===== src/rtl/count_seq_pkg.sv =====
// Shared types and constants for the count sequencer slice.
// Direction and mode encodings match the cfg_down / cfg_reload input bits.
package count_seq_pkg;

   typedef enum logic [1:0] {
      IDLE = 2'd0,
      RUN  = 2'd1,
      DONE = 2'd2
   } state_t;

   localparam logic DIR_UP       = 1'b0;
   localparam logic DIR_DOWN     = 1'b1;
   localparam logic MODE_ONESHOT = 1'b0;
   localparam logic MODE_RELOAD  = 1'b1;

endpackage


===== src/rtl/count_seq_tick.sv =====
// Prescaler: raises tick on every PRESCALE-th enabled cycle.
// The clear input realigns the phase so the first tick follows a fresh start.
module count_seq_tick #(
   parameter int PRESCALE = 1
) (
   input  logic clk,
   input  logic rst_n,
   input  logic clear,
   input  logic enable,
   output logic tick
);

   localparam int CW = (PRESCALE > 1) ? $clog2(PRESCALE) : 1;
   localparam logic [CW-1:0] LAST = CW'(PRESCALE - 1);

   logic [CW-1:0] count;

   assign tick = enable && (count == LAST);

   always_ff @(posedge clk or negedge rst_n) begin
      if (!rst_n) begin
         count <= '0;
      end else if (clear) begin
         count <= '0;
      end else if (enable) begin
         count <= (count == LAST) ? '0 : count + CW'(1);
      end
   end

endmodule


===== src/rtl/count_sequencer.sv =====
// Controlled counter: start/stop FSM, captured configuration, prescaled stepping,
// terminal-count pulse and one-shot completion pulse. All outputs are registered.
module count_sequencer
   import count_seq_pkg::*;
#(
   parameter int WIDTH    = 4,
   parameter int PRESCALE = 1
) (
   input  logic             clk,
   input  logic             rst_n,
   input  logic             start,
   input  logic             stop,
   input  logic [WIDTH-1:0] cfg_load,
   input  logic [WIDTH-1:0] cfg_term,
   input  logic             cfg_down,
   input  logic             cfg_reload,
   output logic [WIDTH-1:0] q,
   output logic             busy,
   output logic             tc,
   output logic             done
);

   state_t           state, state_next;
   logic [WIDTH-1:0] q_next;
   logic [WIDTH-1:0] cap_load, cap_term;
   logic             cap_down, cap_reload;
   logic             tc_next;
   logic             accept;
   logic             tick;
   logic             tick_en;

   // Stop freezes the prescaler too, so a stopped cycle can never produce a step.
   assign tick_en = (state == RUN) && !stop;

   count_seq_tick #(
      .PRESCALE (PRESCALE)
   ) u_tick (
      .clk    (clk),
      .rst_n  (rst_n),
      .clear  (accept),
      .enable (tick_en),
      .tick   (tick)
   );

   always_comb begin
      state_next = state;
      q_next     = q;
      tc_next    = 1'b0;
      accept     = 1'b0;
      case (state)
         IDLE, DONE: begin
            if (start && !stop) begin
               accept     = 1'b1;
               state_next = RUN;
               q_next     = cfg_load;
            end else begin
               state_next = IDLE;
            end
         end
         RUN: begin
            if (stop) begin
               state_next = IDLE;
            end else if (tick) begin
               if (q == cap_term) begin
                  tc_next = 1'b1;
                  if (cap_reload == MODE_RELOAD) begin
                     q_next = cap_load;
                  end else begin
                     state_next = DONE;
                  end
               end else if (cap_down == DIR_DOWN) begin
                  q_next = q - WIDTH'(1);
               end else begin
                  q_next = q + WIDTH'(1);
               end
            end
         end
         default: begin
            state_next = IDLE;
         end
      endcase
   end

   always_ff @(posedge clk or negedge rst_n) begin
      if (!rst_n) begin
         state      <= IDLE;
         q          <= '0;
         tc         <= 1'b0;
         busy       <= 1'b0;
         done       <= 1'b0;
         cap_load   <= '0;
         cap_term   <= '0;
         cap_down   <= 1'b0;
         cap_reload <= 1'b0;
      end else begin
         state <= state_next;
         q     <= q_next;
         tc    <= tc_next;
         busy  <= (state_next == RUN);
         done  <= (state_next == DONE);
         if (accept) begin
            cap_load   <= cfg_load;
            cap_term   <= cfg_term;
            cap_down   <= cfg_down;
            cap_reload <= cfg_reload;
         end
      end
   end

endmodule


===== config.mk =====
export PLATFORM = sky130hd
export DESIGN_NAME = count_sequencer
export DESIGN_NICKNAME = d
export VERILOG_FILES = /design/src/rtl/count_seq_pkg.sv /design/src/rtl/count_seq_tick.sv /design/src/rtl/count_sequencer.sv
export SDC_FILE = /design/constraint.sdc
export NUM_CORES = 1
export LEC_CHECK = 0
export ABC_AREA = 1
export CAP_MARGIN = 20
export CORE_MARGIN = 2
export CORE_UTILIZATION = 30
export CTS_BUF_LIST = sky130_fd_sc_hd__clkbuf_4 sky130_fd_sc_hd__clkbuf_8 sky130_fd_sc_hd__clkbuf_16
export DETAILED_ROUTE_END_ITERATION = 6
export GPL_ROUTABILITY_DRIVEN = 0
export SLEW_MARGIN = 20
export SYNTH_ARGS = -nofsm -noshare
export SYNTH_HDL_FRONTEND = slang
export SYNTH_SLANG_ARGS = --single-unit

===== constraint.sdc =====
create_clock -name clk -period 1.8 [get_ports clk]
set_input_delay 0.18 -clock clk [delete_from_list [all_inputs] [get_ports clk]]
set_output_delay 0.18 -clock clk [all_outputs]
set_load 0.02 [all_outputs]

== Word-level counts from Yosys, hierarchy flattened ==
Cells that the tools add are included.

* Input bits: 14
* Logic and storage cells: 54
* Register bits after elaboration: 20
* Output and inout port bits: 7

* Eq/ne operators: 9
* Add/subtract/negate cells: 3
* Mux-type cells: 22
* Reduce and logical (&&, ||, !) cells: 9
* Bitwise gates (word level): 1

{| class="wikitable"
|+ Operators with widths
! operator !! number
|-
| $mux 4 || 6
|-
| $mux 1 || 10
|-
| $mux 2 || 4
|-
| $pmux 4 s2 || 1
|-
| $ne 2x2->1 const B || 3
|-
| $reduce_and 5->1 || 1
|-
| $add 4x1->4 const B || 1
|-
| $eq 2x1->1 const B || 2
|-
| $eq 2x2->1 const B || 2
|-
| $eq 4x4->1 || 1
|-
| $pmux 2 s2 || 1
|-
| $reduce_bool 2->1 || 2
|-
| $sub 4x1->4 const B || 1
|-
| $logic_and 1x1->1 || 3
|-
| $ne 3x3->1 const B || 1
|-
| $logic_not 2->1 || 1
|-
| $reduce_or 2->1 || 1
|-
| $add 1x1->1 const B || 1
|-
| $logic_not 1->1 || 1
|-
| $not 1->1 || 1
|}

== Longest topological paths before layout ==
Gate-level depths: netlist (run 1).

* Depth in word-level cells: 7
* Mapped depth: 10
* Mapped depth without buffers: 10

== Modules after synthesis ==
From an unflattened synthesis (run 1), not the netlist that was laid out.

* Cells, all modules: 142
* Area total of the unflattened synthesis: 1106.1 um^2

{| class="wikitable"
|+ By module, submodules not included
! module !! instances !! area each (um^2) !! cells each !! seq. area each (um^2)
|-
| count_sequencer || 1 || 1098.6 || 141 || 475.5
|-
| count_seq_tick || 1 || 7.5 || 1 || 0.0
|}

== Worst setup path before layout (run 1) ==
OpenSTA, ideal clock, no wires.

* Path type: register -> register
* From: reg q[0]
* To: reg q[2]
* Path buffers: 0
* Period minus slack after synthesis: 1501 ps
* Required time: 1683 ps
* Data arrival time: 1384 ps
* Path slack: 299 ps
* Cell stages (with the launch flop): 9
* Setup time: 117 ps
* Cells stage by stage: dfrtp_1 > inv_2 > fa_1 > xor2_1 > nand2_1 > o21ai_1 > nand2_1 > nand2_1 > nand2_1

* Word-level cells in the longest chain between the ends: 6
* Elaborated cells on any way between the ends: 10
* Those cells by class: add/sub (2); eq/ne (2); mux (5); reduce/logical (1)

{| class="wikitable"
|+ Ends and longest elaborated chain
! what !! RTL line !! RTL
|-
| start: declaration || count_sequencer.sv:17 || <nowiki>output logic [WIDTH-1:0] q,</nowiki>
|-
| start signal: assignment || count_sequencer.sv:97 || <nowiki>q <= q_next;</nowiki>
|-
| $add 4x1->4 / $sub 4x1->4 (equally long branches) || count_sequencer.sv:74, count_sequencer.sv:72 ||
|-
| $mux 4 || count_sequencer.sv:71 || <nowiki>end else if (cap_down == DIR_DOWN) begin</nowiki>
|-
| $mux 4 || count_sequencer.sv:64 || <nowiki>if (q == cap_term) begin</nowiki>
|-
| $mux 4 || count_sequencer.sv:63 || <nowiki>end else if (tick) begin</nowiki>
|-
| $mux 4 || count_sequencer.sv:61 || <nowiki>if (stop) begin</nowiki>
|-
| $pmux 4 s2 || count_sequencer.sv:50 || <nowiki>case (state)</nowiki>
|}

Parallel ways exist; a longest one is shown, timed or not. The select of a mux whose other input is x is not followed.
A chain may end at the register's enable or synchronous reset.

== Worst setup path after layout (run 1) ==
* From: reg q[1]
* To: out q[1]

No word-level cell between the ends.

==> qor.yml, run 1 <==
fin_nets: 167
drc: 0
cts_made_buffers: 3
grt_max_degree: 20
track_usage: 0.1190
cp-startpoint: "q[1]$_DFFE_PN0P_"
path_clk_slew_ns: 0.12
cts.hold.buffers_added: 0
instances_no_fill: 195
cts_tree: "built"
slowest_stage: "clkdlybuf4s50_1"
switching_share: 0.4474
diodes: 0
fmax_mhz: 629.0
cts.repair.resized: 0
clkLatencyLatePin_ns: 0.30
ys_ff_latch: 19
netlist_area_um2: 1071
setup_viol: 0
timing.final.crit_share: 0.8833
design_power_total_w: 0.001857
path_cells: "clkdlybuf4s50_1"
dp.cells: 191
drt_iter0_drc: 8
combPwrFrac: 0.530
start_util: 0.3160
fin_crit_ns: 1.590
rr_startpoint: "q[2]$_DFFE_PN0P_"
clk_path_buf_depth: 2
area_growth_pct: 27.92
leakage_nw: 0.6723
critical_path_class: "reg -> out"
wirelength_um: 2117
switchingPower_w: 0.0008309
cts_root_buffer: "clkbuf_4"
start_kind: "flop"
synth_seq_area_share: 0.4439
status: "finished clean"
cp.required_ns: 1.62
internal_power_w: 0.001026
layout-drive-gt1-share: 0.2148
drt_pass1_iterations: 4
synth_warnings: 0
tns_ns: 0
critPathMaxFanout: 5
htree_levels: 1
finClkSkew_ns: 0.003398
syn_inst: 124
io_pins: 21
cts.sinks: 19
path_delay_family: "buffers and inverters"
grt_overflow: 0
dp_hpwl_um: 1664
relSlewSlack: 0.8355
seqPwrFrac: 0.348
report.final.slew_viol_count: 0
fp-row-count: 21
clkPwrFrac: 0.123
cts_setup_buffers: 0
drt.antenna.violating_nets: 0
synth_nets: 141
antenna_found_initial: 0
cp.buffers_inverters: 1
yosysUniqueCellTypes: 24
worstPathArrival_ns: 1.41
p_per_area_nw_per_um2: 1355
via_per_inst: 4.328
wl_per_cell_um: 10.86
rsz0062_at_grt: "no"
grt_pass1_wl_um: 3774
vdd_ir_drop_max_mv: 0.3055
core_um2: 3390
grt_pass1_vias: 829
via_count: 844
dieArea_um2: 4064
cap_violations: 0
hp-class: "in -> async"
syn-mean-instance-area_um2: 8.637
slowest_delay_ns: 0.64
tightest_slew_ns: 0.2467
crit_path_end_kind: "output port"
die_w_um: 63.75
portBuffers: 20
die_y_um: 63.75
hold_viol_final: 0
==> sequential cells by signal (all words and copies together) (netlist names) <==
signal,cells
cap_load,4
cap_term,4
q,4
state,2
busy,1
cap_down,1
cap_reload,1
done,1
tc,1
==> Yosys cell counts <==
| cell | count | area (um^2) |
|---|---|---|
| nand2_4 | 3 | 33.78 |
| inv_4 | 1 | 6.260 |
| nand3_2 | 3 | 30.03 |
| a21oi_1 | 7 | 35.03 |
| fa_1 | 1 | 20.02 |
| nor2_4 | 1 | 11.26 |
| nand3b_1 | 2 | 15.01 |
| clkbuf_1 | 1 | 3.750 |
| nor3b_1 | 2 | 15.01 |
| inv_2 | 5 | 18.77 |
| nand2_1 | 29 | 108.9 |
| nor2_2 | 3 | 18.77 |
| xor2_1 | 1 | 8.760 |
| mux2_2 | 2 | 22.52 |
| inv_1 | 12 | 45.04 |
| nor2_8 | 2 | 40.04 |
| dfrtp_1 | 19 | 475.5 |
| o21ai_1 | 1 | 5.000 |
| nand3_1 | 6 | 30.03 |
| a21oi_2 | 2 | 17.52 |
| ha_1 | 2 | 25.02 |
| o21ai_0 | 3 | 15.01 |
| nor2_1 | 12 | 45.04 |
| nand2_2 | 4 | 25.02 |
==> power groups by stage <==
stage                     clock network, W  registers (W)  logic (W)
after global routing              0.000257       0.000665    0.00110
after CTS                         0.000235       0.000649    0.00100
final                             0.000228       0.000646   0.000984
after detailed placement                 0       0.000658   0.000994
after global placement                   0       0.000652   0.000980
after floorplan                          0       0.000690   0.000672
==> final timing paths <==
kind / endpoint / slack [ns] / depth (start not counted)
min in group clk: cap_term[1]$_DFFE_PN0P_ / 0.45 / 3
hold reg to reg: cap_load[1]$_DFFE_PN0P_ / 0.50 / 2
setup reg to reg: q[3]$_DFFE_PN0P_ / 0.25 / 8
hold / removal: cap_term[2]$_DFFE_PN0P_ / 0.20 / 2
setup / recovery: q[1] / 0.21 / 1
max in group asynchronous: cap_term[0]$_DFFE_PN0P_ / 1.40 / 2
==> kinds of logic (layout without fill, tap and decap cells) <==
logic type / Yosys count / in the layout / share of synthesized area
simple gates: 67 / 67 / 0.3481
flops: 19 / 19 / 0.4439
buf+inv: 19 / 44 / 0.06892
compound gates: 13 / 13 / 0.06775
fa+ha+maj: 3 / 3 / 0.04205
mux: 2 / 2 / 0.02103
xor+xnor: 1 / 1 / 0.008179
==> through the flow <==
stage,setup WS [ns],hold slack [ns],instance area (um^2),util
2_1_floorplan,0.2993,-0.1156,1071,-
3_3_place_gp,0.2798,0.4692,1340,0.3953
3_5_place_dp,0.2564,0.4827,1340,0.3953
6_report,0.2101,0.2001,1370,0.4042
5_1_grt,0.1291,0.2110,1370,0.4042
4_1_cts,0.1878,0.2084,1370,0.4042
==> per-layer routing <==
layer	global-route usage	up-vias	wire [um]
met1	0.1508	391	971
met3	0.01056	2	52
met5	0	-	0
li1	-	438	-
met4	0.05707	0	27
met2	0.2039	13	1066
==> cell usage in the layout, fill, tap and decap left out, drive strengths merged, types with 2 or more instances in the layout <==
cell type / netlist / final
a21oi: 9 / 9
buf: 0 / 2
clkbuf: 1 / 3
clkdlybuf4s50: 0 / 20
dfrtp: 19 / 19
ha: 2 / 2
inv: 18 / 18
mux2: 2 / 2
nand2: 36 / 36
nand3: 9 / 9
nand3b: 2 / 2
nor2: 18 / 18
nor3b: 2 / 2
o21ai: 4 / 4
==> cell type report <==
class | count | area, um^2
Timing Repair Buffer | 22 | 215.2
Multi-Input combinational cell | 86 | 521.8
Inverter | 18 | 70.07
Tap cell | 46 | 57.56
Clock inverter | 1 | 7.507
Sequential cell | 19 | 475.5
Fill cell | 334 | 2019
Clock buffer | 3 | 22.52
Power figures use the tool's default switching activity.
==> inputs of run 2 (changes only) <==
- CELL_PAD_IN_SITES_DETAIL_PLACEMENT: unset -> 2
- CELL_PAD_IN_SITES_GLOBAL_PLACEMENT: unset -> 2
- PLACE_DENSITY_LB_ADDON: unset -> 0.1
- clock period: 1.8 -> 1.72 ns (I/O delays scaled with it)
==> qor.yml, run 2 (synthesis results as in run 1) <==
instances_no_fill: 196  # +0.51%
via_count: 883  # +4.6%
report.final.slew_viol_count: 0  # unchanged
cp.required_ns: 1.55  # -0.07 ns
critical_path_class: "reg -> out"
path_clk_slew_ns: 0.11  # about the same
tightest_slew_ns: 0.2562  # +0.009490 ns
fmax_mhz: 621.5
cts_root_buffer: "clkbuf_4"
status: "finished clean"
portBuffers: 20  # unchanged
cp.buffers_inverters: 1  # unchanged
busiest_layer: "met2"
path_cells: "clkdlybuf4s50_1"
rr_startpoint: "q[1]$_DFFE_PN0P_"
leakage_nw: 0.6808  # +1.3%
finClkSkew_ns: 0.003163  # -0.0002345 ns
wl_per_cell_um: 13.96  # +29%
cts_tree: "built"
start_kind: "flop"
grtUsageMet3: 0.01761  # +0.007042
rsz0062_at_grt: "no"
cts_made_buffers: 3  # unchanged
grt_pass1_wl_um: 4657  # +23%
drc: 0  # unchanged
cts_setup_buffers: 0  # unchanged
grt_overflow: 0  # unchanged
drt_iter0_drc: 11  # +3
drt.antenna.violating_nets: 0  # unchanged
diodes: 0  # unchanged
hold_viol_final: 0  # unchanged
fin_crit_ns: 1.609
grt_max_degree: 20  # unchanged
n_fill_cell: 394  # +18%
core_um2: 3390  # unchanged
cts.sinks: 19  # unchanged
die_y_um: 63.75  # unchanged
r2r_setup_slack_ns: 0.13  # -0.12 ns
final_cell_mix: "nand2_1 (29), clkdlybuf4s50_1 (20), dfrtp_1 (18)"
slowest_delay_ns: 0.65  # about the same
fp-row-count: 21  # unchanged
dp_hpwl_um: 2228  # +34%
antenna_found_initial: 0  # unchanged
htree_levels: 1  # unchanged
start_util: 0.3160  # unchanged
via_per_inst: 4.505  # +4.1%
grt_use_met1: 0.2016  # +0.05073
setup_viol: 0  # unchanged
clk_path_buf_depth: 2  # unchanged
crit_path_end_kind: "output port"
place_ws_ns: 0.09479  # -0.1616 ns
critPathMaxFanout: 5  # unchanged
cap_violations: 0  # unchanged
dieArea_um2: 4064  # unchanged
final_common_cell: "nand2_1"
slowest_stage: "clkdlybuf4s50_1"
io_pins: 21  # unchanged
drt_pass1_iterations: 4  # unchanged
r2r-end: "q[2]$_DFFE_PN0P_"
layout_setup_ws_ns: 0.1109  # -0.09919 ns
worstPathArrival_ns: 1.44  # +0.03 ns
top_regs: "cap_load x4, cap_term x4, q x4"
timing.final.crit_share: 0.9355
relSlewSlack: 0.8292  # -0.006326
p_per_area_nw_per_um2: 1472  # +8.6%
grt_pass1_vias: 953  # +15%
tns_ns: 0  # unchanged
design_power_total_w: 0.002030  # +9.3%
wirelength_um: 2736  # +29%
dp.cells: 192  # +0.52%
track_usage: 0.1514  # +0.03241
path_delay_family: "buffers and inverters"
vdd_ir_drop_max_mv: 0.5105  # +67%
area_growth_pct: 28.74
clkLatencyLatePin_ns: 0.29  # about the same
fin_nets: 168  # +0.60%
final_util: 0.4068  # +0.002584
reg2reg_depth: 8  # unchanged
met2_usage: 0.2605  # +0.05658
hp-class: "in -> async"
layout-drive-gt1-share: 0.2267  # +0.01190
die_w_um: 63.75  # unchanged
## run 2: cell types whose count changed in the layout (fill, tap and decap cells not counted)
cell / delta
dfrtp_1: -1
clkbuf_4: +1
buf_4: +1
dfrtp_2: +1
clkinvlp_4: -1
## run 2: routing by layer
metal	wire (um)	vias up
met4	16	0
li1	-	441
met5	0	-
met2	1386	11
met3	70	2
met1	1263	429
## run 2: timing repair
| action | CTS | global route |
|---|---|---|
| gates resized for setup | 0 | 1 |
| hold buffers | 0 | 0 |
| setup endpoints to repair | 0 | 1 |
## run 2: how the worst max path moves through the flow
stage	depth (start not counted)	endpoint	slack [ns]	start
floorplan	8	q[2]$_DFFE_PN0P_	0.22	q[0]$_DFFE_PN0P_
global placement	8	q[2]$_DFFE_PN0P_	0.15	q[0]$_DFFE_PN0P_
detailed placement	8	q[2]$_DFFE_PN0P_	0.09	q[0]$_DFFE_PN0P_
CTS	8	q[2]$_DFFE_PN0P_	0.07	q[0]$_DFFE_PN0P_
global route	8	q[2]$_DFFE_PN0P_	0.006	q[1]$_DFFE_PN0P_
finish	1	q[1]	0.11	q[1]$_DFFE_PN0P_
## run 2: area by class of cell
type	instances	area (um^2)	area share
Multi-Input combinational cell	86	521.8	0.3784
Sequential cell	19	476.7	0.3457
Timing Repair Buffer	23	222.7	0.1615
Inverter	18	70.07	0.05082
Tap cell	46	57.56	0.04174
Clock buffer	4	30.03	0.02178
## run 2: worst reg2reg max path: stages (launching register included)
cell	delay, ns
dfrtp_1	0.49
inv_2	0.09
fa_1	0.42
xor2_1	0.16
nand2_1	0.09
o21ai_1	0.08
nand2_1	0.07
nand2_1	0.06
nand2_1	0.05
## run 2: where the power goes
part / total [W] / switching [W] / internal, W
logic: 0.00110 / 0.000657 / 0.000438
registers: 0.000686 / 0.000126 / 0.000560
clock network: 0.000249 / 0.000143 / 0.000106
total: 0.00203 / 0.000926 / 0.00110
## run 2: metrics by stage
step	hold WS [ns]	cell area [um^2]
floorplan	-0.1236	1071
global placement	0.4610	1348
detailed placement	0.4718	1348
CTS	0.2103	1378
global route	0.2204	1379
finish	0.2072	1379
